$ cat config.mk
export PLATFORM = sky130hd
export DESIGN_NAME = rv32im_bus_arbiter
export DESIGN_NICKNAME = d
export VERILOG_FILES = /design/src/rtl/rv32im_bus_pkg.sv /design/src/rtl/rv32im_rr_arbiter.sv /design/src/rtl/rv32im_bus_arbiter.sv
export SDC_FILE = /design/constraint.sdc
export NUM_CORES = 1
export LEC_CHECK = 0
export CORE_AREA = 8 8 104 106
export CTS_CLUSTER_DIAMETER = 200
export DETAILED_ROUTE_END_ITERATION = 8
export DIE_AREA = 0 0 112 114
export GPL_ROUTABILITY_DRIVEN = 0
export PLACE_DENSITY = 0.79
export SETUP_SLACK_MARGIN = 0.05
export SYNTH_ARGS = -nofsm -noshare
export SYNTH_HDL_FRONTEND = slang
export SYNTH_SLANG_ARGS = --single-unit
$ cat constraint.sdc
create_clock -name clk_i -period 3.9 [get_ports clk_i]
set_input_delay 0.585 -clock clk_i [delete_from_list [all_inputs] [get_ports clk_i]]
set_output_delay 0.585 -clock clk_i [all_outputs]
set_load 0.01 [all_outputs]
$ cat src/rtl/rv32im_bus_pkg.sv
// rtl/rv32im_bus_pkg.sv - shared state encoding and master indices for the rv32im bus arbiter
package rv32im_bus_pkg;

  // State codes double as the one-hot owner vector driven on gnt_o.
  typedef enum logic [1:0] {
    ST_IDLE = 2'b00,
    ST_OWN0 = 2'b01,
    ST_OWN1 = 2'b10
  } arb_state_e;

  localparam int unsigned M_FETCH         = 0;
  localparam int unsigned M_LSU           = 1;
  localparam int unsigned DEFAULT_TIMEOUT = 15;

endpackage

$ cat src/rtl/rv32im_rr_arbiter.sv
// rtl/rv32im_rr_arbiter.sv - two-requester round-robin grant, purely combinational
module rv32im_rr_arbiter
  import rv32im_bus_pkg::*;
(
  input  logic [1:0] req,
  input  logic       last_owner,
  input  logic       en,
  output logic [1:0] gnt
);

  always_comb begin
    gnt = 2'b00;
    if (en) begin
      case (req)
        2'b01:   gnt[M_FETCH] = 1'b1;
        2'b10:   gnt[M_LSU]   = 1'b1;
        // On contention the master that did not own the bus last time wins.
        2'b11: begin
          if (last_owner == 1'(M_LSU)) gnt[M_FETCH] = 1'b1;
          else                         gnt[M_LSU]   = 1'b1;
        end
        default: gnt = 2'b00;
      endcase
    end
  end

endmodule

$ cat src/rtl/rv32im_bus_arbiter.sv
// rtl/rv32im_bus_arbiter.sv - two-master Wishbone arbiter, fetch vs load/store
// Optional watchdog enabled by defining RV32IM_ARBITER_TIMEOUT_EN.
module rv32im_bus_arbiter
  import rv32im_bus_pkg::*;
#(
  parameter int unsigned XLEN    = 32,
  parameter int unsigned TIMEOUT = DEFAULT_TIMEOUT
) (
  input  logic            clk_i,
  input  logic            clear_i,

  input  logic            m0_cyc_i,
  input  logic            m0_stb_i,
  input  logic            m0_we_i,
  input  logic [XLEN-3:0] m0_adr_i,
  input  logic [3:0]      m0_sel_i,
  input  logic [XLEN-1:0] m0_dat_i,
  output logic            m0_ack_o,
  output logic            m0_err_o,

  input  logic            m1_cyc_i,
  input  logic            m1_stb_i,
  input  logic            m1_we_i,
  input  logic [XLEN-3:0] m1_adr_i,
  input  logic [3:0]      m1_sel_i,
  input  logic [XLEN-1:0] m1_dat_i,
  output logic            m1_ack_o,
  output logic            m1_err_o,

  output logic [XLEN-1:0] m_dat_o,

  output logic            bus_cyc_o,
  output logic            bus_stb_o,
  output logic            bus_we_o,
  output logic [XLEN-3:0] bus_adr_o,
  output logic [3:0]      bus_sel_o,
  output logic [XLEN-1:0] bus_dat_o,
  input  logic [XLEN-1:0] bus_dat_i,
  input  logic            bus_ack_i,
  input  logic            bus_err_i,

  output logic [1:0]      gnt_o
);

  arb_state_e state, state_nxt;
  logic       last_owner, last_owner_nxt;
  logic [1:0] arb_gnt;
  logic       wd_fire;
  logic       wd_kill;

  rv32im_rr_arbiter u_rr (
    .req        ({m1_cyc_i, m0_cyc_i}),
    .last_owner (last_owner),
    .en         (state == ST_IDLE),
    .gnt        (arb_gnt)
  );

  always_ff @(posedge clk_i or posedge clear_i) begin
    if (clear_i) begin
      state      <= ST_IDLE;
      last_owner <= 1'(M_LSU);
    end else begin
      state      <= state_nxt;
      last_owner <= last_owner_nxt;
    end
  end

  // Every ownership period ends in IDLE so the waiting master gets a turn.
  always_comb begin
    state_nxt      = state;
    last_owner_nxt = last_owner;
    case (state)
      ST_IDLE: begin
        if (arb_gnt[M_FETCH]) begin
          state_nxt      = ST_OWN0;
          last_owner_nxt = 1'(M_FETCH);
        end else if (arb_gnt[M_LSU]) begin
          state_nxt      = ST_OWN1;
          last_owner_nxt = 1'(M_LSU);
        end
      end
      ST_OWN0: if (!m0_cyc_i) state_nxt = ST_IDLE;
      ST_OWN1: if (!m1_cyc_i) state_nxt = ST_IDLE;
      default: state_nxt = ST_IDLE;
    endcase
  end

  always_comb begin
    bus_cyc_o = 1'b0;
    bus_stb_o = 1'b0;
    bus_we_o  = 1'b0;
    bus_adr_o = '0;
    bus_sel_o = '0;
    bus_dat_o = '0;
    m0_ack_o  = 1'b0;
    m0_err_o  = 1'b0;
    m1_ack_o  = 1'b0;
    m1_err_o  = 1'b0;
    case (state)
      ST_OWN0: begin
        bus_cyc_o = m0_cyc_i & ~wd_kill;
        bus_stb_o = m0_stb_i & ~wd_kill;
        bus_we_o  = m0_we_i;
        bus_adr_o = m0_adr_i;
        bus_sel_o = m0_sel_i;
        bus_dat_o = m0_dat_i;
        m0_ack_o  = bus_ack_i;
        m0_err_o  = bus_err_i | wd_fire;
      end
      ST_OWN1: begin
        bus_cyc_o = m1_cyc_i & ~wd_kill;
        bus_stb_o = m1_stb_i & ~wd_kill;
        bus_we_o  = m1_we_i;
        bus_adr_o = m1_adr_i;
        bus_sel_o = m1_sel_i;
        bus_dat_o = m1_dat_i;
        m1_ack_o  = bus_ack_i;
        m1_err_o  = bus_err_i | wd_fire;
      end
      default: ;
    endcase
  end

  assign m_dat_o = bus_dat_i;
  assign gnt_o   = state;

`ifdef RV32IM_ARBITER_TIMEOUT_EN
  localparam int unsigned WD_W = $clog2(TIMEOUT + 1);

  logic [WD_W-1:0] wd_cnt;
  logic            wd_dead;
  logic            wd_hit;

  // wd_dead keeps the owner cut off the bus after the single error pulse.
  assign wd_hit  = (wd_cnt == WD_W'(TIMEOUT));
  assign wd_fire = wd_hit & ~wd_dead;
  assign wd_kill = wd_hit | wd_dead;

  always_ff @(posedge clk_i or posedge clear_i) begin
    if (clear_i) begin
      wd_cnt  <= '0;
      wd_dead <= 1'b0;
    end else if (state == ST_IDLE) begin
      wd_cnt  <= '0;
      wd_dead <= 1'b0;
    end else if (bus_ack_i || bus_err_i) begin
      wd_cnt  <= '0;
    end else if (wd_hit) begin
      wd_dead <= 1'b1;
    end else if (bus_stb_o) begin
      wd_cnt  <= wd_cnt + WD_W'(1);
    end
  end
`else
  assign wd_fire = 1'b0;
  assign wd_kill = 1'b0;
`endif

endmodule

==> out/metrics.csv <==
metric;value;unit
status;complete, no violations;
Area growth, synth to finish;132;%
setup bufs post-CTS;0;
RSZ-0062 raised after global routing;no;
setup violators final;0;
ant diodes;0;
root buffer cell;clkbuf_8;
part of the power in registers;3.7;%
Yosys Warn Count;0;
Bufs on Longest Clock Path;2;
IO Count;281;
Final Hold Viols;0;
detailed route wirelength on metal3;1.38;mm
cell area after synthesis;1540;sq um
FILL cells;904;
slowest stage cell, crit path;clkdlybuf4s50_1;
wl on met1;3.32;mm
leakage power;1.19;nW
placed insts;495;
internal power;0.978;mW
Hold Buf Count CTS;0;
Final Cycle Share;75.7;%
Die Height;114;um
Initial Utilization;16.9;%
DP Wirelength;7.92;mm
Hold Crit Class;flop to flop;
metal2 WL;4.66;mm
DRT iter0 DRCs;131;
Reg clk slew, reported paths;30;ps
synthesized netlist cell count;218;
slew margin rel.;67.3;%
vias in the first global route;2552;
Antenna Nets Post-Route;0;
Slew @ Worst Pin;490;ps
routed vias;2292;
Avg Cell Area, Syn;7.04;sq um
area leader, netlist;a22oi_1;
startpoint types;flop;
Num CTS Buffers;3;
register area share after synthesis;4.97;%
DR pass1 iterations;4;
number of cell rows;35;
PortBufs;216;
initial antenna violation count;0;
synth unique cells;17;
PD cells;481;nW/um^2
die area;12800;sq um
share of layout cells above drive strength 1;3.09;%
Setup TNS;0;ps
Gate power share;91.1;%
P_sw;0.738;mW
Clock power frac;5.2;%
Critical Path RT;3310;ps
Die Wd;112;um
CTS tree;yes;
cts repair resizes;0;
Core Util, Final;39.1;%
first-pass GRT wire length;13.9;mm
Slew Viols, Final;0;
nature of the critical path endpoint;primary output;
final wirelength;9.42;mm
Avg WL per Cell;18.9;um
Worst-Skew Late Latency;210;ps
grt total ovfl;0;
Nets;566;
Seq cells post-synth;3;
fmax;339;MHz
clock skew;0.620;ps
crit path cell chain;inv_1, ha_2, buf_4, a22oi_1, nor2b_1, clkdlybuf4s50_1;
Sink Count;3;
largest net degree at the start of global routing;66;
crit path DAT;2370;ps
Yosys top cell area share;33.3;%
Peak supply drop;256;uV
design area;3560;sq um
H-Tree Depth;1;
core box area;9110;sq um
maxcap violations;0;
syn nets;395;
routed vias/inst;4.59;
Overall Global Routing Usage;13.4;%
Crit Path Class;flop to primary output;
synth top area cells;a22oi_1, nor2b_1, buf_4;
fin cells;499;
DP Area;3520;sq um
Top Layer Used;met4;
drt drc;0;
crit-path max FO;31;
max incr delay on CP;550;ps
Final Critical Period;2950;ps
switching share of power;43.0;%
-- per-stage QoR --
step	hold WS, ps	worst slack [ps]	power (mW)
floorplan	338	1980	0.963
global placement	485	1200	1.61
detailed placement	506	1150	1.64
CTS	511	920	1.74
global route	541	757	1.86
finish	503	947	1.72
-- power by group through the flow --
stage	logic, mW	registers (mW)	clock network, mW
after floorplan	0.899	0.0643	0
after global placement	1.55	0.0610	0
after detailed placement	1.58	0.0636	0
after CTS	1.58	0.0634	0.0910
after global routing	1.71	0.0659	0.0931
final	1.56	0.0640	0.0884
-- routing by layer --
metal / vias up / track usage, %
met1: 1018 / 13.0
met5: - / 0
met3: 8 / 7.34
met2: 183 / 24.7
li1: 1083 / -
met4: 0 / 2.34
-- Yosys cell counts, drive strengths merged --
master / number
a22oi: 69
a21oi: 2
ha: 3
clkbuf: 5
inv: 5
and2: 4
dfrtp: 2
o21ai: 3
dfstp: 1
buf: 50
a22o: 2
nor2b: 69
nand2: 3
-- cell usage in the layout (no fill, tap or decap), types with 2 or more instances in the layout --
| cell | instances |
|---|---|
| o21ai_1 | 2 |
| a21oi_1 | 2 |
| a22oi_1 | 68 |
| buf_4 | 5 |
| nand2_1 | 3 |
| clkbuf_8 | 3 |
| inv_1 | 5 |
| nor2b_1 | 69 |
| clkdlybuf4s50_1 | 216 |
| and2_1 | 4 |
| a22o_1 | 2 |
| dfrtp_1 | 2 |
| ha_2 | 2 |
-- final timing paths --
check / slack (ps) / from / depth (start not counted) / end
max reg2reg: 2140 / gnt_o[1]$_DFFE_PP0P_ / 5 / gnt_o[1]$_DFFE_PP0P_
min reg2reg: 500 / last_owner$_DFFE_PP1P_ / 2 / last_owner$_DFFE_PP1P_
min: 500 / last_owner$_DFFE_PP1P_ / 2 / last_owner$_DFFE_PP1P_
max in group asynchronous: 3140 / clear_i / 2 / last_owner$_DFFE_PP1P_
max: 950 / gnt_o[1]$_DFFE_PP0P_ / 6 / bus_dat_o[31]
min in group asynchronous: 550 / clear_i / 2 / gnt_o[0]$_DFFE_PP0P_
-- layout make-up --
cell class	instances	area, sq um	area share (%)
Inverter	5	18.8	0.527
Timing Repair Buffer	221	2200	61.7
Clock buffer	4	45.0	1.26
Multi-Input combinational cell	155	1080	30.4
Tap cell	111	139	3.90
Sequential cell	3	76.3	2.14
-- worst max-delay path: cells and delay by family, from the launching register on --
family	cells	cell delay, ps
adders and majority gates	1	380
AOI/OAI and AO/OA	1	170
DFF	1	400
buffers and inverters	3	1050
and+or+nand+nor	1	140
-- logic make-up after synthesis --
| family | synth area share (%) |
|---|---|
| compound gates | 37.4 |
| fa+ha+maj | 2.45 |
| buf+inv | 24.7 |
| flops | 4.97 |
| simple gates | 30.5 |
-- sequential cells by signal, summed over array words and instances, names as in the netlist --
signal      count
gnt_o           2
last_owner      1
No activity file was read; power rests on OpenSTA's default activity.
